File: config.mk
export PLATFORM = sky130hd
export DESIGN_NAME = m4_rr_arbiter
export DESIGN_NICKNAME = d
export VERILOG_FILES = /design/src/rtl/m4_rr_arbiter_pkg.sv /design/src/rtl/m4_rr_arbiter_rr_pick4.sv /design/src/rtl/m4_rr_arbiter.sv
export SDC_FILE = /design/constraint.sdc
export NUM_CORES = 1
export LEC_CHECK = 0
export ABC_CLOCK_PERIOD_IN_PS = 4100
export CORE_ASPECT_RATIO = 1.5
export CORE_MARGIN = 5
export CORE_UTILIZATION = 40
export CTS_CLUSTER_SIZE = 14
export DETAILED_ROUTE_END_ITERATION = 8
export DONT_BUFFER_PORTS = 1
export PLACE_DENSITY = 0.52
export SETUP_SLACK_MARGIN = 0.02
export SKIP_CTS_REPAIR_TIMING = 1
export SYNTH_ARGS = -nofsm -noshare
export SYNTH_HDL_FRONTEND = slang
export SYNTH_SLANG_ARGS = --single-unit
File: constraint.sdc
create_clock -name clk -period 4.1 [get_ports clk]
set_clock_uncertainty 0.1 [all_clocks]
set_input_delay 0.82 -clock clk [delete_from_list [all_inputs] [get_ports clk]]
set_output_delay 0.82 -clock clk [all_outputs]
set_load 0.01 [all_outputs]
File: src/rtl/m4_rr_arbiter_pkg.sv
// Shared types and helpers for the 4-way round-robin mux arbiter.
package m4_rr_arbiter_pkg;

  localparam int NREQ = 4;

  typedef enum logic {
    IDLE = 1'b0,
    BUSY = 1'b1
  } arb_state_e;

  // Returns {found, idx}. Searches ptr, ptr+1, ... with wrap; the lowest offset from ptr wins.
  function automatic logic [2:0] rr_pick(input logic [NREQ-1:0] req, input logic [1:0] ptr);
    logic [1:0] idx;
    logic [2:0] res;
    res = '0;
    for (int i = NREQ - 1; i >= 0; i--) begin
      idx = ptr + 2'(i);
      if (req[idx]) res = {1'b1, idx};
    end
    return res;
  endfunction

endpackage

File: src/rtl/m4_rr_arbiter_rr_pick4.sv
// Combinational rotating priority encoder: first set request at or after ptr.
module rr_pick4
  import m4_rr_arbiter_pkg::*;
(
  input  logic [NREQ-1:0] req,
  input  logic [1:0]      ptr,
  output logic            found,
  output logic [1:0]      idx
);

  logic [2:0] w_pick;

  always_comb begin
    w_pick = rr_pick(req, ptr);
    found  = w_pick[2];
    idx    = w_pick[1:0];
  end

endmodule

File: src/rtl/m4_rr_arbiter.sv
// Round-robin arbiter for the shared 32-bit 4:1 operand/result mux.
// Grants one owner at a time; releases on done, owner withdrawal, or hold limit.
//
// state | meaning
// IDLE  | no owner, gnt=0; picks next requester from ptr
// BUSY  | owner holds the mux; counts hold cycles until a release
module m4_rr_arbiter
  import m4_rr_arbiter_pkg::*;
#(
  parameter int MAX_HOLD = 16,
  parameter int CNT_W    = 8
) (
  input  logic            clk,
  input  logic            rst_n,
  input  logic [NREQ-1:0] req,
  input  logic            done,
  output logic [NREQ-1:0] gnt,
  output logic [1:0]      sel,
  output logic            busy,
  output logic            timeout
);

  arb_state_e       r_state, w_state_nxt;
  logic [1:0]       r_own, w_own_nxt;
  logic [1:0]       r_ptr, w_ptr_nxt;
  logic [CNT_W-1:0] r_cnt, w_cnt_nxt;
  logic [NREQ-1:0]  r_gnt, w_gnt_nxt;
  logic [1:0]       r_sel, w_sel_nxt;
  logic             r_busy, w_busy_nxt;
  logic             r_timeout, w_timeout_nxt;

  logic             w_found;
  logic [1:0]       w_idx;
  logic             w_rel_done, w_rel_drop, w_rel_term;

  rr_pick4 u_pick (
    .req   (req),
    .ptr   (r_ptr),
    .found (w_found),
    .idx   (w_idx)
  );

  assign w_rel_done = done;
  assign w_rel_drop = ~req[r_own];
  assign w_rel_term = (r_cnt == CNT_W'(MAX_HOLD - 1));

  always_comb begin
    w_state_nxt   = r_state;
    w_own_nxt     = r_own;
    w_ptr_nxt     = r_ptr;
    w_cnt_nxt     = r_cnt;
    w_gnt_nxt     = r_gnt;
    w_sel_nxt     = r_sel;
    w_busy_nxt    = r_busy;
    w_timeout_nxt = 1'b0;

    unique case (r_state)
      IDLE: begin
        if (w_found) begin
          w_state_nxt = BUSY;
          w_own_nxt   = w_idx;
          w_sel_nxt   = w_idx;
          w_gnt_nxt   = NREQ'(1) << w_idx;
          w_cnt_nxt   = '0;
          w_busy_nxt  = 1'b1;
        end
      end
      BUSY: begin
        if (w_rel_done || w_rel_drop || w_rel_term) begin
          w_state_nxt   = IDLE;
          w_gnt_nxt     = '0;
          w_busy_nxt    = 1'b0;
          w_ptr_nxt     = r_own + 2'd1;
          // Only a pure hold-limit release counts as a timeout.
          w_timeout_nxt = w_rel_term && !w_rel_done && !w_rel_drop;
        end else begin
          w_cnt_nxt = w_rel_term ? r_cnt : r_cnt + CNT_W'(1);
        end
      end
      default: w_state_nxt = IDLE;
    endcase
  end

  always_ff @(posedge clk) begin
    if (!rst_n) begin
      r_state   <= IDLE;
      r_own     <= '0;
      r_ptr     <= '0;
      r_cnt     <= '0;
      r_gnt     <= '0;
      r_sel     <= '0;
      r_busy    <= 1'b0;
      r_timeout <= 1'b0;
    end else begin
      r_state   <= w_state_nxt;
      r_own     <= w_own_nxt;
      r_ptr     <= w_ptr_nxt;
      r_cnt     <= w_cnt_nxt;
      r_gnt     <= w_gnt_nxt;
      r_sel     <= w_sel_nxt;
      r_busy    <= w_busy_nxt;
      r_timeout <= w_timeout_nxt;
    end
  end

  assign gnt     = r_gnt;
  assign sel     = r_sel;
  assign busy    = r_busy;
  assign timeout = r_timeout;

endmodule
==> summary.md <==
| Metric | Value |
|---|---|
| Initial Util | 42.31% |
| Slowest cell on crit path | a22oi_2 |
| Detail Route Antenna Nets | 0 |
| Row cnt | 21 |
| Status | finished, final reports clean |
| CTS Buffer Depth | 2 |
| P_sw | 89.51 uW |
| Avg Inst Size Synth | 8.955 um2 |
| CP Cell Sequence | mux2_1 -> a22oi_2 -> o21ai_1 -> o2bb2ai_1 -> and2_1 |
| WP data required | 4200 ps |
| Worst slack, placed | 1568 ps |
| CTS Buf Count | 3 |
| Synthesized cell area | 967.2 um2 |
| CP bufs+invs | 0 |
| Routing usage on met1 | 12.03% |
| Skew-Pair Late Insertion Delay | 290 ps |
| Busiest grt layer | met2 |
| Total overflow reported by the global router | 0 |
| Area Overhead vs Synth | 3.751% |
| Internal | 248.6 uW |
| Pin count of the biggest net entering global routing | 15 |
| Cell family with most CP delay | compound AO/OA/AOI/OAI gates |
| Hold Crit Depth | 2 |
| Vias/cell | 5.523 |
| 1st-pass router iterations | 4 |
| Flop pwr share | 60.2% |
| Placed cell area | 977.2 um2 |
| Crit path depth | 5 |
| CP arrival | 2320 ps |
| R2r setup slk | 1880 ps |
| Chip Height | 70.23 um |
| Power per cell area | 337.0 nW/um2 |
| Sequential share of the synthesized area | 39.33% |
| Switching share of power | 26.47% |
| TritonCTS clock tree | built |
| First DRT Iteration DRCs | 23 |
| Post-route cell area | 1003 um2 |
| Crit. End Element | register |
| Combinational share of power | 12.2% |
| GP Congestion | 0.7411 |
| CP Max Fanout | 13 |
| Startpoint types | register |
| First-pass GRT wire length | 3.222 mm |
| Initial antenna violation count | 0 |
| Reg2Reg Depth | 5 |
| # port buffers | 0 |
| Met3 usage in global routing | 2.766% |
| Layout cells sized above 1 | 10.09% |
| RSZ-0062 raised after global routing | false |
| Fin. Hold Viols | 0 |
| Final setup margin | 1881 ps |
| Clock root buffer | clkbuf_4 |
| Count of cell types in the netlist | 36 |
| Hold WC Path Type | reg2reg |
| Number of H-tree levels | 1 |
| Critical path class | reg2reg |
| Via count | 729 |
| GR Layer Usage met2 | 20.56% |
| # clock sinks | 19 |
| Worst-margin pin slew | 675.3 ps |
| Setup_tns | 0 ps |
| Number of global-route vias before repair | 723 |
| Lkg Pwr | 0.3204 nW |
| Die X | 50.15 um |
| Clock power frac | 27.6% |
| WL/cell | 14.07 um |
| Slew headroom | 54.98% |
| Core area | 2286 um2 |
| Clk slew on worst S/H paths | 110 ps |
| Die area | 3522 um2 |
| Fmax | 450.7 MHz |
| Fin crit period | 2219 ps |
| DRC viols | 0 |
| Period utilization | 54.12% |
| Max Cap Viol | 0 |
| Pins Over Slew Limit | 0 |
| Diodes inserted | 0 |
| HPWL Detailed | 1.431 mm |
| Cells after Synth | 108 |
| GRT Overall Usage | 11.47% |
| Worst vdd ir | 0.0001485 V |
| Setup violators final | 0 |
| Ports | 15 |
| CP peak stage delay | 590 ps |
| Syn_nets | 116 |
| Final Net Count | 118 |
| Yosys warns | 0 |
| Final WL | 1.857 mm |
| Seq cells post-synth | 19 |
[cell type report]
type                       count  area, um2
fill                         240       1282
multi-input combinational     83      556.8
sequential                    19      380.4
tap                           23      28.78
clock buffer                   4      26.28
inverter                       3      11.26
[worst paths after layout]
check,to,startpoint
setup / recovery,gnt[3],sel[1]
hold / removal,r_ptr[0],r_ptr[0]
setup reg to reg,gnt[3],sel[1]
hold reg to reg,r_ptr[0],r_ptr[0]
[stage by stage]
stage | utilization (%) | hold slack (ps) | power, mW | instances
after floorplan | - | 350.7 | 0.2439 | 108
after global routing | 43.90 | 422.0 | 0.3568 | 132
final | 43.90 | 398.6 | 0.3381 | 132
after detailed placement | 42.75 | 391.3 | 0.2507 | 128
after global placement | 42.75 | 387.4 | 0.2497 | 128
after CTS | 43.90 | 406.6 | 0.3448 | 132
[power groups by stage]
stage / registers [mW] / logic [mW] / clock network (mW)
2_1_floorplan: 0.206 / 0.0383 / 0
3_5_place_dp: 0.208 / 0.0424 / 0
4_1_cts: 0.204 / 0.0426 / 0.0981
5_1_grt: 0.205 / 0.0480 / 0.104
3_3_place_gp: 0.208 / 0.0415 / 0
6_report: 0.204 / 0.0413 / 0.0933
[cells by family (layout without fill, tap and decap cells)]
| family | count (synthesis) | count (layout) | share of synthesized area [%] |
|---|---|---|---|
| XOR/XNOR | 7 | 7 | 6.339 |
| multiplexers | 2 | 2 | 2.328 |
| flip-flops | 19 | 19 | 39.33 |
| AO/OA/AOI/OAI | 25 | 25 | 17.59 |
| AND/OR/NAND/NOR | 48 | 48 | 30.01 |
| buffers and inverters | 6 | 7 | 3.104 |
| adder cells (fa/ha/maj) | 1 | 1 | 1.293 |
[registers in the layout (all words and copies together) (netlist names)]
signal	flops
r_state	1
r_ptr	2
gnt	4
busy	1
timeout	1
r_cnt	8
sel	2
[tightest hold or removal path: stages (launching register included)]
cell     delay [ps]
dfxtp_1         340
nand3_1          60
o21ai_0          60
[layout by cell type (no fill, tap or decap), types with 3 or more instances in the layout]
cell,count
dfxtp_1,19
nand2_1,11
nor2_1,10
o21ai_0,8
xnor2_1,6
nand3_1,4
nand2b_1,4
a21boi_0,4
nor2b_1,3
o21ai_1,3
inv_1,3
a21oi_1,3
and2_1,3
nor3_1,3
clkbuf_4,3
[Yosys cell counts (all sizes together)]
master	count	share of area (%)
dfxtp	19	39
or2	1	0.65
buf	2	1.6
clkbuf	1	0.39
nand2	11	4.3
nor3	3	1.6
or4	2	1.9
nand4	1	0.65
nor3b	1	0.78
nand2b	4	2.6
nor2	11	6.0
a21oi	3	1.6
a22oi	2	2.1
nor4	4	5.7
o2bb2ai	1	0.91
ha	1	1.3
xor2	1	0.91
xnor2	6	5.4
o21bai	1	0.78
mux2	2	2.3
and2	3	1.9
nand3	4	2.1
nor2b	3	1.9
a2bb2o	1	1.0
inv	3	1.2
a2111oi	1	1.6
o21ai	11	5.7
a221oi	1	0.91
a21boi	4	3.1
[routing by layer]
layer,wire length [um],share of wire (%)
met5,0,0
met4,19,1.0
met3,105,5.7
met2,961,52
met1,771,42
Note: power is estimated with default switching activity, not from simulation.
